### config.mk
export PLATFORM = sky130hd
export DESIGN_NAME = ex_div_unit
export DESIGN_NICKNAME = d
export VERILOG_FILES = /design/src/rtl/ex_div_unit.sv
export SDC_FILE = /design/constraint.sdc
export NUM_CORES = 1
export LEC_CHECK = 0
export ABC_AREA = 1
export CELL_PAD_IN_SITES_DETAIL_PLACEMENT = 2
export CELL_PAD_IN_SITES_GLOBAL_PLACEMENT = 2
export CORE_ASPECT_RATIO = 1.5
export CORE_MARGIN = 2
export CORE_UTILIZATION = 36
export DETAILED_ROUTE_END_ITERATION = 16
export DONT_BUFFER_PORTS = 1
export HOLD_SLACK_MARGIN = 0.1
export PLACE_DENSITY = 0.8
export REMOVE_ABC_BUFFERS = 1
export SYNTH_ARGS = -nofsm -noshare
export SYNTH_HDL_FRONTEND = slang
export SYNTH_SLANG_ARGS = --single-unit
### constraint.sdc
create_clock -name clk -period 3.9 [get_ports clk]
set_input_delay 0.39 -clock clk [delete_from_list [all_inputs] [get_ports clk]]
set_output_delay 0.39 -clock clk [all_outputs]
set_load 0.05 [all_outputs]
### src/rtl/ex_div_unit.sv
// ----------------------------------------------------------------------------
// ex_div_unit
//
// Iterative radix-2 restoring divider for the EX stage. Executes div.w,
// div.wu, mod.w and mod.wu. Operands are reduced to magnitudes on accept.
// One quotient bit is produced per cycle over DATA_W cycles. The final
// quotient or remainder is then sign-corrected and registered for writeback.
//
// Optional feature macro: DIV_FAST_PATH_EN
//   When defined, a divide by zero or |dividend| < |divisor| skips the
//   iteration and goes straight to DONE one cycle after accept. Results are
//   identical with or without the macro; only latency changes.
//
// Ports
//   clk         in   1       clock, rising edge
//   resetn      in   1       asynchronous active-low reset
//   flush       in   1       pipeline flush, cancels any in-flight op
//   in_valid    in   1       op presented
//   in_ready    out  1       unit can accept an op (state == IDLE)
//   in_op       in   5       alu_op: 20=div.w 21=div.wu 22=mod.w 23=mod.wu
//   in_src1     in   DATA_W  dividend (rj)
//   in_src2     in   DATA_W  divisor (rk)
//   in_rd       in   5       destination register
//   out_valid   out  1       result available (state == DONE)
//   out_ready   in   1       writeback accepts the result
//   out_result  out  DATA_W  quotient or remainder
//   out_rd      out  5       destination register of the result
//   busy        out  1       state != IDLE
// ----------------------------------------------------------------------------
module ex_div_unit #(
    parameter int DATA_W = 32
) (
    input  logic              clk,
    input  logic              resetn,
    input  logic              flush,
    input  logic              in_valid,
    output logic              in_ready,
    input  logic [4:0]        in_op,
    input  logic [DATA_W-1:0] in_src1,
    input  logic [DATA_W-1:0] in_src2,
    input  logic [4:0]        in_rd,
    output logic              out_valid,
    input  logic              out_ready,
    output logic [DATA_W-1:0] out_result,
    output logic [4:0]        out_rd,
    output logic              busy
);

    localparam int CNT_W = (DATA_W > 1) ? $clog2(DATA_W) : 1;
    localparam logic [CNT_W-1:0] LAST_STEP = CNT_W'(DATA_W - 1);

    localparam logic [4:0] OP_DIV_W  = 5'd20;
    localparam logic [4:0] OP_DIV_WU = 5'd21;
    localparam logic [4:0] OP_MOD_W  = 5'd22;
    localparam logic [4:0] OP_MOD_WU = 5'd23;

    typedef enum logic [1:0] {
        IDLE = 2'd0,
        CALC = 2'd1,
        DONE = 2'd2
    } state_t;

    state_t            state_q, state_d;
    logic [CNT_W-1:0]  count_q, count_d;
    logic [DATA_W-1:0] rem_q, rem_d;
    logic [DATA_W-1:0] quo_q, quo_d;
    logic [DATA_W-1:0] divisor_q, divisor_d;
    logic              negQuo_q, negQuo_d;
    logic              negRem_q, negRem_d;
    logic              isRem_q, isRem_d;
    logic              divZero_q, divZero_d;
    logic [DATA_W-1:0] outResult_q, outResult_d;
    logic [4:0]        outRd_q, outRd_d;

    // Decode of the incoming op and operand magnitudes
    logic              opValid;
    logic              opSigned;
    logic              opIsRem;
    logic              sign1;
    logic              sign2;
    logic [DATA_W-1:0] absA;
    logic [DATA_W-1:0] absB;
    logic              accept;

    // One restoring step and the sign-corrected final result
    logic [DATA_W:0]   remWide;
    logic [DATA_W:0]   remDiff;
    logic              stepBit;
    logic [DATA_W-1:0] remNext;
    logic [DATA_W-1:0] quoNext;
    logic [DATA_W-1:0] quoFinal;
    logic [DATA_W-1:0] remFinal;
    logic [DATA_W-1:0] resultCalc;

    // Operand conditioning. Only the signed ops take absolute values; the
    // signs are remembered so the magnitude result can be corrected later.
    // The most negative value maps onto itself, which is its correct unsigned
    // magnitude, so signed overflow needs no special handling.
    always_comb begin
        opValid  = (in_op == OP_DIV_W) || (in_op == OP_DIV_WU) ||
                   (in_op == OP_MOD_W) || (in_op == OP_MOD_WU);
        opSigned = (in_op == OP_DIV_W) || (in_op == OP_MOD_W);
        opIsRem  = (in_op == OP_MOD_W) || (in_op == OP_MOD_WU);
        sign1    = opSigned & in_src1[DATA_W-1];
        sign2    = opSigned & in_src2[DATA_W-1];
        absA     = sign1 ? ({DATA_W{1'b0}} - in_src1) : in_src1;
        absB     = sign2 ? ({DATA_W{1'b0}} - in_src2) : in_src2;
        accept   = in_valid & (state_q == IDLE) & opValid & ~flush;
    end

    // Restoring step: the partial remainder is widened by one bit so the
    // shifted value never overflows before the compare. The dividend lives in
    // the quotient register and shifts out MSB-first while quotient bits shift
    // in from the bottom. A zero divisor yields all-ones quotient bits and a
    // remainder equal to the dividend magnitude, which the sign fix-up below
    // turns back into the original src1.
    always_comb begin
        remWide    = {rem_q, quo_q[DATA_W-1]};
        remDiff    = remWide - {1'b0, divisor_q};
        stepBit    = (remWide >= {1'b0, divisor_q});
        remNext    = stepBit ? remDiff[DATA_W-1:0] : remWide[DATA_W-1:0];
        quoNext    = {quo_q[DATA_W-2:0], stepBit};
        quoFinal   = divZero_q ? {DATA_W{1'b1}}
                   : (negQuo_q ? ({DATA_W{1'b0}} - quoNext) : quoNext);
        remFinal   = negRem_q ? ({DATA_W{1'b0}} - remNext) : remNext;
        resultCalc = isRem_q ? remFinal : quoFinal;
    end

    // Next-state and datapath update. Flush wins over everything, including
    // the final CALC step, so a cancelled op never reaches the result register.
    always_comb begin
        state_d     = state_q;
        count_d     = count_q;
        rem_d       = rem_q;
        quo_d       = quo_q;
        divisor_d   = divisor_q;
        negQuo_d    = negQuo_q;
        negRem_d    = negRem_q;
        isRem_d     = isRem_q;
        divZero_d   = divZero_q;
        outResult_d = outResult_q;
        outRd_d     = outRd_q;

        if (flush) begin
            state_d = IDLE;
        end else begin
            case (state_q)
                IDLE: begin
                    if (accept) begin
                        state_d   = CALC;
                        count_d   = '0;
                        rem_d     = '0;
                        quo_d     = absA;
                        divisor_d = absB;
                        negQuo_d  = sign1 ^ sign2;
                        negRem_d  = sign1;
                        isRem_d   = opIsRem;
                        divZero_d = (in_src2 == '0);
                        outRd_d   = in_rd;
`ifdef DIV_FAST_PATH_EN
                        // Quotient is trivially 0 (or all ones for /0) and the
                        // remainder is the untouched dividend.
                        if ((in_src2 == '0) || (absA < absB)) begin
                            state_d     = DONE;
                            outResult_d = opIsRem ? in_src1
                                        : ((in_src2 == '0) ? {DATA_W{1'b1}}
                                                           : {DATA_W{1'b0}});
                        end
`endif
                    end
                end
                CALC: begin
                    rem_d = remNext;
                    quo_d = quoNext;
                    if (count_q == LAST_STEP) begin
                        state_d     = DONE;
                        outResult_d = resultCalc;
                    end else begin
                        count_d = count_q + CNT_W'(1);
                    end
                end
                DONE: begin
                    if (out_ready) begin
                        state_d = IDLE;
                    end
                end
                default: begin
                    state_d = IDLE;
                end
            endcase
        end
    end

    // State and datapath registers
    always_ff @(posedge clk or negedge resetn) begin
        if (!resetn) begin
            state_q     <= IDLE;
            count_q     <= '0;
            rem_q       <= '0;
            quo_q       <= '0;
            divisor_q   <= '0;
            negQuo_q    <= 1'b0;
            negRem_q    <= 1'b0;
            isRem_q     <= 1'b0;
            divZero_q   <= 1'b0;
            outResult_q <= '0;
            outRd_q     <= '0;
        end else begin
            state_q     <= state_d;
            count_q     <= count_d;
            rem_q       <= rem_d;
            quo_q       <= quo_d;
            divisor_q   <= divisor_d;
            negQuo_q    <= negQuo_d;
            negRem_q    <= negRem_d;
            isRem_q     <= isRem_d;
            divZero_q   <= divZero_d;
            outResult_q <= outResult_d;
            outRd_q     <= outRd_d;
        end
    end

    assign in_ready   = (state_q == IDLE);
    assign out_valid  = (state_q == DONE);
    assign busy       = (state_q != IDLE);
    assign out_result = outResult_q;
    assign out_rd     = outRd_q;

endmodule
==> results of run 1 <==
-- cells by family after synthesis --
family          after synthesis
simple gates                945
compound gates              369
buf+inv                     321
flops                       144
xor+xnor                     62
fa+ha+maj                    39
-- metal layers --
metal / wire, µm / vias up / share of wire, % / track usage [%]
li1: - / 6187 / - / -
met1: 21100 / 6943 / 36 / 33.3
met2: 30500 / 366 / 53 / 60.5
met3: 2000 / 189 / 3.4 / 4.78
met4: 4480 / 0 / 7.7 / 21.7
met5: 0 / - / 0 / 0
-- worst max-delay path by stage --
| stage | endpoint | slack (ns) | cells past startpoint |
|---|---|---|---|
| after floorplan | quo_q[11] | -0.07 | 6 |
| after global placement | out_result[30] | 0.18 | 23 |
| after detailed placement | out_result[30] | 0.05 | 23 |
| after CTS | out_result[14] | 0.0007 | 22 |
| after global routing | out_result[30] | -0.17 | 26 |
| final | out_result[14] | 0.06 | 22 |
-- flip-flops by register name, summed over array words and instances (netlist names) --
name        cells
isRem_q         1
divZero_q       1
negQuo_q        1
out_rd          5
quo_q          32
count_q         5
out_result     32
rem_q          32
divisor_q      32
state_q         2
negRem_q        1
-- worst max-delay path, cell delays in order (launching register included) --
cell and delay [ns]:
dfrtp_1 0.47, ha_1 0.50, nand2_1 0.09, nor2_1 0.18, nand3_1 0.10, nand3_1 0.15, nand2_2 0.10, nand2_2 0.10
nand2_4 0.06, nand2_4 0.16, buf_16 0.21, nand2_1 0.10, o21ai_2 0.11, ha_2 0.24, nand2_1 0.10, nor2_2 0.18
nand2_1 0.14, nand2_1 0.14, o21ai_1 0.14, nand2_1 0.10, nand2_1 0.05, o21ai_0 0.19, nand2_1 0.08
-- placed cells by master (no fill, tap or decap), types with 7 or more instances in the layout --
| cell type | Yosys | final |
|---|---|---|
| nand2_1 | 494 | 484 |
| inv_1 | 244 | 241 |
| nor2_1 | 167 | 160 |
| o21ai_0 | 164 | 160 |
| nand3_1 | 148 | 147 |
| dfrtp_1 | 144 | 143 |
| a21oi_1 | 110 | 109 |
| buf_4 | 0 | 58 |
| xor2_1 | 47 | 47 |
| nand2_2 | 25 | 34 |
| nor3_1 | 27 | 26 |
| nand4_1 | 25 | 25 |
| ha_1 | 38 | 22 |
| nor2_2 | 17 | 21 |
| clkbuf_16 | 0 | 18 |
| o211ai_1 | 17 | 17 |
| o21ai_1 | 12 | 16 |
| o22ai_1 | 15 | 15 |
| xnor2_1 | 15 | 15 |
| nor4_1 | 13 | 13 |
| inv_2 | 9 | 12 |
| a31oi_1 | 11 | 11 |
| ha_2 | 0 | 11 |
| o21bai_1 | 10 | 10 |
| dlygate4sd3_1 | 0 | 10 |
| nand3b_1 | 9 | 9 |
| nor2_4 | 4 | 7 |
| o221ai_1 | 7 | 7 |
-- stage by stage --
step                TNS [ns]  setup slack (ns)  hold WS, ns
floorplan             -0.903           -0.0691       0.0944
global placement           0             0.178        0.105
detailed placement         0            0.0534        0.106
CTS                        0          0.000732        0.103
global route          -0.279            -0.174        0.100
finish                     0            0.0556       0.0943
-- power groups by stage --
stage          logic [mW]  registers, mW  clock network, mW
3_3_place_gp         7.66           2.21                  0
6_report             9.01           2.27               1.73
4_1_cts              8.33           2.22               1.71
3_5_place_dp         8.10           2.24                  0
2_1_floorplan        5.19           2.16                  0
5_1_grt              9.76           2.31               1.78
-- what timing repair did --
action,4_1_cts,5_1_grt
resized for setup,3,48
setup buffers,2,4
gates cloned,0,1
endpoints found under the setup margin,1,26
endpoints found under the hold margin,152,0
pin swaps,2,6
hold buffers,11,0
-- layout make-up --
| type | count | share of cell area (%) |
|---|---|---|
| clock buffers | 19 | 3.23 |
| clock inverters | 13 | 1.01 |
| inverters | 258 | 7.09 |
| multi-input cells | 1415 | 54.0 |
| flip-flops and latches | 144 | 26.3 |
| well taps | 420 | 3.84 |
| repair buffers | 71 | 4.49 |
==> summary.txt, run 1 <==
initial core utilization: 36.4%
ys flop type: dfrtp_1
critical path fanouts, max: 23
Avg Cell Area, Syn: 6.44 µm²
Crit. Startpoint: rem_q[0]
clk_lat worst skew: 0.47 ns
largest net degree at the start of global routing: 145
post-synth top area share: 29.7%
die area: 35200 µm²
WP data required: 4.24 ns
Hold Crit Endpoint: negQuo_q
htree depth: 4
Worst R2R End: out_result[14]
Netlist cell types: 48
Net Sw Power: 7.45 mW
Leak: 6.82 nW
final cycle utilization of the critical path: 98.6%
post-synthesis xor/xnor area fraction: 4.48%
non-filler cells, final: 2340
nets: 2025
synthesized instance count: 1880
ratio of cells with drive above 1 in the final layout: 11.1%
gp weighted congestion: 0.907
Max Buffers Root-to-Sink: 2
Die Wd: 154 µm
R2R Path Start: rem_q[0]
outcome: complete, no violations
Post-DP Area: 12700 µm²
synth cell count leaders: nand2_1, inv_1, nor2_1, o21ai_0, nand3_1
total chip power: 13.0 mW
Worst-Margin Slew: 1.10 ns
post-DP HPWL: 41200 µm
row cnt: 82
clock network power share: 13.3%
Peak VDD IR: 481 µV
first-pass GRT wire length: 88900 µm
sw frac: 57.3%
Fill cells: 4112
CTS sink cnt: 144
main area contributors after synthesis: dfrtp_1, nand2_1, inv_1
final hold vios: 0
Residual DRC: 0
router iterations before antenna repair: 5
critical path startpoint category: flip-flop
pwr/cell area: 949 nW/µm²
Top Ports: 119
compound-gate portion of the synthesized area: 16.9%
Post-synth EDFFs: 0
sequential share of the synthesized area: 29.7%
CP Class: flip-flop to flip-flop
worst min-delay path class: primary input to flip-flop
synthesis-to-finish area growth: 13.1%
flop2flop setup slack: 0.06 ns
post-synth top area cell: dfrtp_1
number of global-route vias before repair: 15317
multi-input logic area: 7400 µm²
IO Port Bufs: 0
Layout Utilization: 41.2%
CTS Buf Count: 17
WL/cell: 24.8 µm
Final Critical Period: 3.84 ns
Internal: 5.56 mW
Vias: 13685
initial antenna violation count: 1
vias per inst: 5.85
hold depth: 1
Reg clk slew, reported paths: 0.08 ns
Achievable Freq: 0.260 GHz
ANT nets after route: 0
register bit total from synthesis: 144
synthesized area: 12100 µm²
# setup viols final: 0
dpl cells: 2290
ys async rst share: 100%
Hold Crit Start: in_src2[31]
grt ovf: 0
Die Y: 229 µm
post-synthesis mux area share: 0%
# Max-Cap Violations: 0
reg2reg path depth: 22
combinational power share: 69.3%
TritonCTS clock tree: yes
Worst slew margin: 26.6%
yosys warns: 0
FF/Latch Area: 3600 µm²
Core Area: 33200 µm²
simple logic cell fraction of the synthesized area: 34.2%
CP arrival: 4.18 ns
largest family of logic cells by synthesized area: simple AND/OR/NAND/NOR gates
Slew Viols, Final: 0
RSZ-0062 raised after global routing: yes
Final Skew: 0.0220 ns
CP endpoint kind: flip-flop
CTS root buf: clkbuf_16
post-synthesis adder-cell area fraction: 4.09%
final wirelength: 58100 µm
most frequent cell after synthesis: nand2_1
ANT cells: 0
finished layout cell area: 13700 µm²
Total GRT Usage: 32.5%
Iteration-0 DRC Markers: 616
Flop pwr share: 17.5%
Power figures use the tool's default switching activity.
==> run 2: changes to the inputs <==
--- a/config.mk
+++ b/config.mk
@@ -10,11 +10,11 @@
 export CELL_PAD_IN_SITES_GLOBAL_PLACEMENT = 2
 export CORE_ASPECT_RATIO = 1.5
 export CORE_MARGIN = 2
-export CORE_UTILIZATION = 36
+export CORE_UTILIZATION = 33
 export DETAILED_ROUTE_END_ITERATION = 16
 export DONT_BUFFER_PORTS = 1
 export HOLD_SLACK_MARGIN = 0.1
-export PLACE_DENSITY = 0.8
+export PLACE_DENSITY = 0.74
 export REMOVE_ABC_BUFFERS = 1
 export SYNTH_ARGS = -nofsm -noshare
 export SYNTH_HDL_FRONTEND = slang
==> summary.txt, run 2 (synthesis results as in run 1) <==
outcome: complete, no violations
Core Area: 36500 µm²
# Max-Cap Violations: 0
Worst slew margin: 29.2%
CTS root buf: clkbuf_16
Die Wd: 160 µm
dpl cells: 2364
largest net degree at the start of global routing: 145
Vias: 13187
reg2reg path depth: 25
Fill cells: 4501
Leak: 6.88 nW
Final Critical Period: 3.73 ns
Peak VDD IR: 368 µV
Final Skew: 0.0126 ns
final hold vios: 0
Iteration-0 DRC Markers: 495
WP data required: 4.23 ns
number of global-route vias before repair: 14736
Worst R2R End: out_result[30]
clock network power share: 14.1%
Reg clk slew, reported paths: 0.08 ns
total chip power: 12.7 mW
Die Y: 239 µm
initial antenna violation count: 0
ratio of cells with drive above 1 in the final layout: 10.8%
initial core utilization: 33.2%
first-pass GRT wire length: 82900 µm
Flop pwr share: 17.6%
IO Port Bufs: 0
CP arrival: 4.06 ns
most frequent cells in the layout: nand2_1, inv_1, o21ai_0, nor2_1, nand3_1
nets: 2030
worst slack, placed: 0.0469 ns
vias per inst: 5.47
flop2flop setup slack: 0.17 ns
critical path fanouts, max: 5
CP Class: flip-flop to flip-flop
Net Sw Power: 7.08 mW
worst min-delay path class: primary input to flip-flop
row cnt: 86
Residual DRC: 0
pwr/cell area: 919 nW/µm²
clk_lat worst skew: 0.46 ns
ANT nets after route: 0
post-DP HPWL: 41700 µm
library cell appearing most often on the critical path: nand2_1
final wirelength: 53900 µm
Worst-Margin Slew: 1.06 ns
RSZ-0062 raised after global routing: yes
sw frac: 55.8%
critical path startpoint category: flip-flop
Internal: 5.61 mW
combinational power share: 68.3%
final cycle utilization of the critical path: 95.7%
Worst path max stage delay: 0.45 ns
Slowest-stage cell, CP: dfrtp_2
router iterations before antenna repair: 5
die area: 38300 µm²
CTS sink cnt: 144
grt ovf: 0
CP endpoint kind: flip-flop
Slew Viols, Final: 0
crit path setup slack, layout: 0.169 ns
Achievable Freq: 0.268 GHz
R2R Path Start: rem_q[13]
WL/cell: 22.4 µm
CTS Buf Count: 17
Top Ports: 119
ANT cells: 0
CP endpoint: out_result[30]
commonest non-fill, non-tap cell in the layout: nand2_1
htree depth: 4
gp weighted congestion: 0.928
Max Buffers Root-to-Sink: 2
Total GRT Usage: 28.1%
Crit. Startpoint: rem_q[13]
# setup viols final: 0
non-filler cells, final: 2409
synthesis-to-finish area growth: 13.9%
Hold Crit Start: in_src2[31]
TritonCTS clock tree: yes
[run 2: changes by cell type in the layout (fill, tap and decap cells not counted), sizes merged]
cell	before	now
buf	60	65
clkinv	10	7
clkinvlp	4	2
inv	255	262
clkbuf	20	18
[run 2: power by group through the flow]
stage          Sequential (mW)  Combinational, mW  Clock, mW
2_1_floorplan             2.16               5.19          0
3_5_place_dp              2.25               8.22          0
5_1_grt                   2.29               9.54       1.87
3_3_place_gp              2.23               7.86          0
6_report                  2.24               8.66       1.79
4_1_cts                   2.22               8.39       1.83
[run 2: how the worst min path moves through the flow]
stage	to	cells past startpoint
detailed placement	divisor_q[8]	0
finish	negQuo_q	1
global route	negQuo_q	1
floorplan	count_q[0]	0
CTS	negQuo_q	1
global placement	divisor_q[8]	0
[run 2: area by class of cell]
cell class	instances	area [µm²]	area share [%]
multi-input combinational	1415	7350	53.2
sequential	144	3600	26.1
inverter	258	971	7.04
timing repair buffer	76	653	4.73
tap	484	606	4.39
clock buffer	17	425	3.08
clock inverter	15	194	1.41
[run 2: repair_timing]
item	CTS	global route
setup endpoints to repair	0	24
setup buffers	0	1
hold buffers	11	0
hold endpoints to repair	152	0
resized for setup	0	31
[run 2: worst max-delay path: cells and delay by family, from the launching register on]
kind,cells,cell delay (ns)
and+or+nand+nor,15,1.59
xor gates and xnor gates,1,0.17
buffers and inverters,2,0.16
DFF,1,0.45
adders and majority gates,2,0.53
AOI/OAI and AO/OA,5,0.70
[run 2: layer usage]
| metal | part of all wire, % | up-vias | track usage [%] | routed length (µm) |
|---|---|---|---|---|
| li1 | - | 6189 | - | - |
| met2 | 55 | 247 | 55.1 | 29600 |
| met4 | 5.9 | 0 | 15.3 | 3170 |
| met5 | 0 | - | 0 | 0 |
| met1 | 36 | 6643 | 28.3 | 19600 |
| met3 | 2.9 | 108 | 3.49 | 1570 |
[run 2: metrics by stage]
stage / hold WS [ns] / setup TNS [ns] / instance area, µm² / utilization, %
floorplan: 0.0944 / -0.903 / 11800 / -
global placement: 0.105 / 0 / 12900 / 35.4
detailed placement: 0.107 / 0 / 12900 / 35.4
CTS: 0.106 / 0 / 13600 / 37.4
global route: 0.134 / -0.0797 / 13800 / 37.8
finish: 0.128 / 0 / 13800 / 37.8
==> run 3: changes to the inputs <==
--- a/config.mk
+++ b/config.mk
@@ -5,8 +5,7 @@
 export SDC_FILE = /design/constraint.sdc
 export NUM_CORES = 1
 export LEC_CHECK = 0
-export ABC_AREA = 1
-export CELL_PAD_IN_SITES_DETAIL_PLACEMENT = 2
+export CELL_PAD_IN_SITES_DETAIL_PLACEMENT = 1
 export CELL_PAD_IN_SITES_GLOBAL_PLACEMENT = 2
 export CORE_ASPECT_RATIO = 1.5
 export CORE_MARGIN = 2
@@ -14,7 +13,7 @@
 export DETAILED_ROUTE_END_ITERATION = 16
 export DONT_BUFFER_PORTS = 1
 export HOLD_SLACK_MARGIN = 0.1
-export PLACE_DENSITY = 0.74
+export PLACE_DENSITY = 0.69
 export REMOVE_ABC_BUFFERS = 1
 export SYNTH_ARGS = -nofsm -noshare
 export SYNTH_HDL_FRONTEND = slang
==> summary.txt, run 3 <==
outcome: complete, but fails checks
failing checks: negative setup slack
ANT cells: 0
initial antenna violation count: 0
synth cell count leaders: nand2_1, o21ai_0, dfrtp_1, nor2_1, a21oi_1
CP endpoint kind: flip-flop
commonest non-fill, non-tap cell in the layout: buf_4
Worst slew margin: 33.7%
Leak: 6.80 nW
IO Port Bufs: 0
Die Y: 234 µm
initial core utilization: 33.3%
final hold vios: 0
Achievable Freq: 0.239 GHz
TritonCTS clock tree: yes
CP Class: flip-flop to flip-flop
Final Skew: 0.0141 ns
Post-synth EDFFs: 0
multi-input logic area: 8240 µm²
grt ovf: 0
sequential share of the synthesized area: 31.0%
most frequent cells in the layout: buf_4, nand2_1, o21ai_0, dfrtp_1, nor2_1
row cnt: 84
first-pass GRT wire length: 68800 µm
# setup viols final: 12
nets: 1814
Iteration-0 DRC Markers: 422
Max Buffers Root-to-Sink: 2
number of global-route vias before repair: 12573
Residual DRC: 0
final cycle utilization of the critical path: 107%
pwr/cell area: 445 nW/µm²
critical path fanouts, max: 5
vias per inst: 5.38
synthesis-to-finish area growth: 34.2%
Post-DP Area: 13800 µm²
dpl cells: 2106
finished layout cell area: 15600 µm²
total chip power: 6.94 mW
flop2flop setup slack: -0.29 ns
worst slack, placed: -0.677 ns
Reg clk slew, reported paths: 0.06 ns
CTS sink cnt: 144
FF/Latch Area: 3600 µm²
largest net degree at the start of global routing: 145
post-synth top area share: 31.0%
post-synth top area cell: dfrtp_1
Die Wd: 157 µm
CTS Buf Count: 17
synthesized instance count: 1473
ANT nets after route: 0
worst hold slack: 0.117 ns
WP data required: 4.29 ns
register bit total from synthesis: 144
post-DP HPWL: 33100 µm
router iterations before antenna repair: 4
Vias: 11742
ys async rst share: 100%
non-filler cells, final: 2182
Top Ports: 119
most frequent cell after synthesis: nand2_1
Core Area: 34900 µm²
reg2reg path depth: 19
Fill cells: 4140
clk_lat worst skew: 0.46 ns
htree depth: 4
worst min-delay path class: primary input to flip-flop
final wirelength: 43300 µm
CP endpoint: out_result[26]
Worst R2R End: out_result[26]
Avg Cell Area, Syn: 7.89 µm²
critical path startpoint category: flip-flop
WL/cell: 19.8 µm
setup TNS: -2.05 ns
Netlist cell types: 91
synthesized area: 11600 µm²
# Max-Cap Violations: 0
CP arrival: 4.58 ns
RSZ-0062 raised after global routing: yes
Worst-Margin Slew: 0.993 ns
ratio of cells with drive above 1 in the final layout: 25.7%
Crit. Startpoint: rem_q[26]
Final Critical Period: 4.19 ns
Peak VDD IR: 218 µV
CTS root buf: clkbuf_16
ys flop type: dfrtp_1
crit path setup slack, layout: -0.286 ns
gp weighted congestion: 0.859
die area: 36800 µm²
main area contributors after synthesis: dfrtp_1, o21ai_0, nand2_1
R2R Path Start: rem_q[26]
Total GRT Usage: 23.9%
Slew Viols, Final: 0
yosys warns: 0
Layout Utilization: 44.7%
run 3: changes by cell type after synthesis, sizes merged, moves of 15 or more:
cell and delta:
xnor2 +58, nand3 -107, o31ai +26, or3 +22, a21o +34, clkbuf +24, mux2i +20, a221oi +21
nor2 -74, inv -198, a21oi -15, nand2 -336
run 3: layout make-up:
cell class / count / area share, %
multi-input combinational: 1182 / 52.8
tap: 473 / 3.80
sequential: 144 / 23.1
clock inverter: 13 / 1.19
timing repair buffer: 295 / 14.8
inverter: 56 / 1.38
clock buffer: 19 / 2.84
run 3: cells by family (layout without fill, tap and decap cells):
logic type / Yosys count / count (layout) / synth area share, %
AOI/OAI and AO/OA: 480 / 480 / 26.6
buffers and inverters: 147 / 383 / 5.03
and+or+nand+nor: 504 / 504 / 20.7
muxes: 25 / 25 / 2.21
adders and majority gates: 39 / 39 / 4.26
DFF: 144 / 144 / 31.0
xor gates and xnor gates: 134 / 134 / 10.1
run 3: worst min-delay path by stage:
stage                    start       endpoint  cells past startpoint
finish              in_src2[0]   divisor_q[0]                      2
global route        in_src2[0]   divisor_q[0]                      2
CTS                 in_src2[0]   divisor_q[0]                      2
detailed placement      resetn  out_result[1]                      0
global placement        resetn  out_result[4]                      0
floorplan               resetn     count_q[0]                      0
run 3: power breakdown:
group | internal (mW) | switching (mW)
clock network | 1.09 | 0.723
logic | 1.48 | 1.69
registers | 1.69 | 0.265
total | 4.27 | 2.68
run 3: metal layers:
layer / up-vias / track usage (%) / routed length (µm)
met3: 56 / 2.98 / 1240
met4: 0 / 8.61 / 1410
met1: 5751 / 28.4 / 18000
li1: 5765 / - / -
met2: 170 / 43.8 / 22600
met5: - / 0 / 0
run 3: critical path, cell delays in order, from the launching register on:
cell,delay [ns]
dfrtp_1,0.43
ha_4,0.31
nand4_1,0.23
nor4_4,0.37
a31oi_4,0.13
o211a_4,0.18
nand2_8,0.10
inv_6,0.04
mux2i_4,0.16
ha_2,0.20
nand3b_1,0.10
or3_4,0.37
nor3_4,0.21
nand3_1,0.10
o41a_1,0.16
a211o_4,0.35
o31ai_4,0.21
xnor2_1,0.12
a221oi_2,0.25
a21o_1,0.11
run 3: repair_timing:
item	4_1_cts	5_1_grt
endpoints found under the setup margin	19	20
pin swaps	57	34
hold buffers	9	0
setup buffers	18	17
hold endpoints to repair	152	0
gates resized for setup	101	42
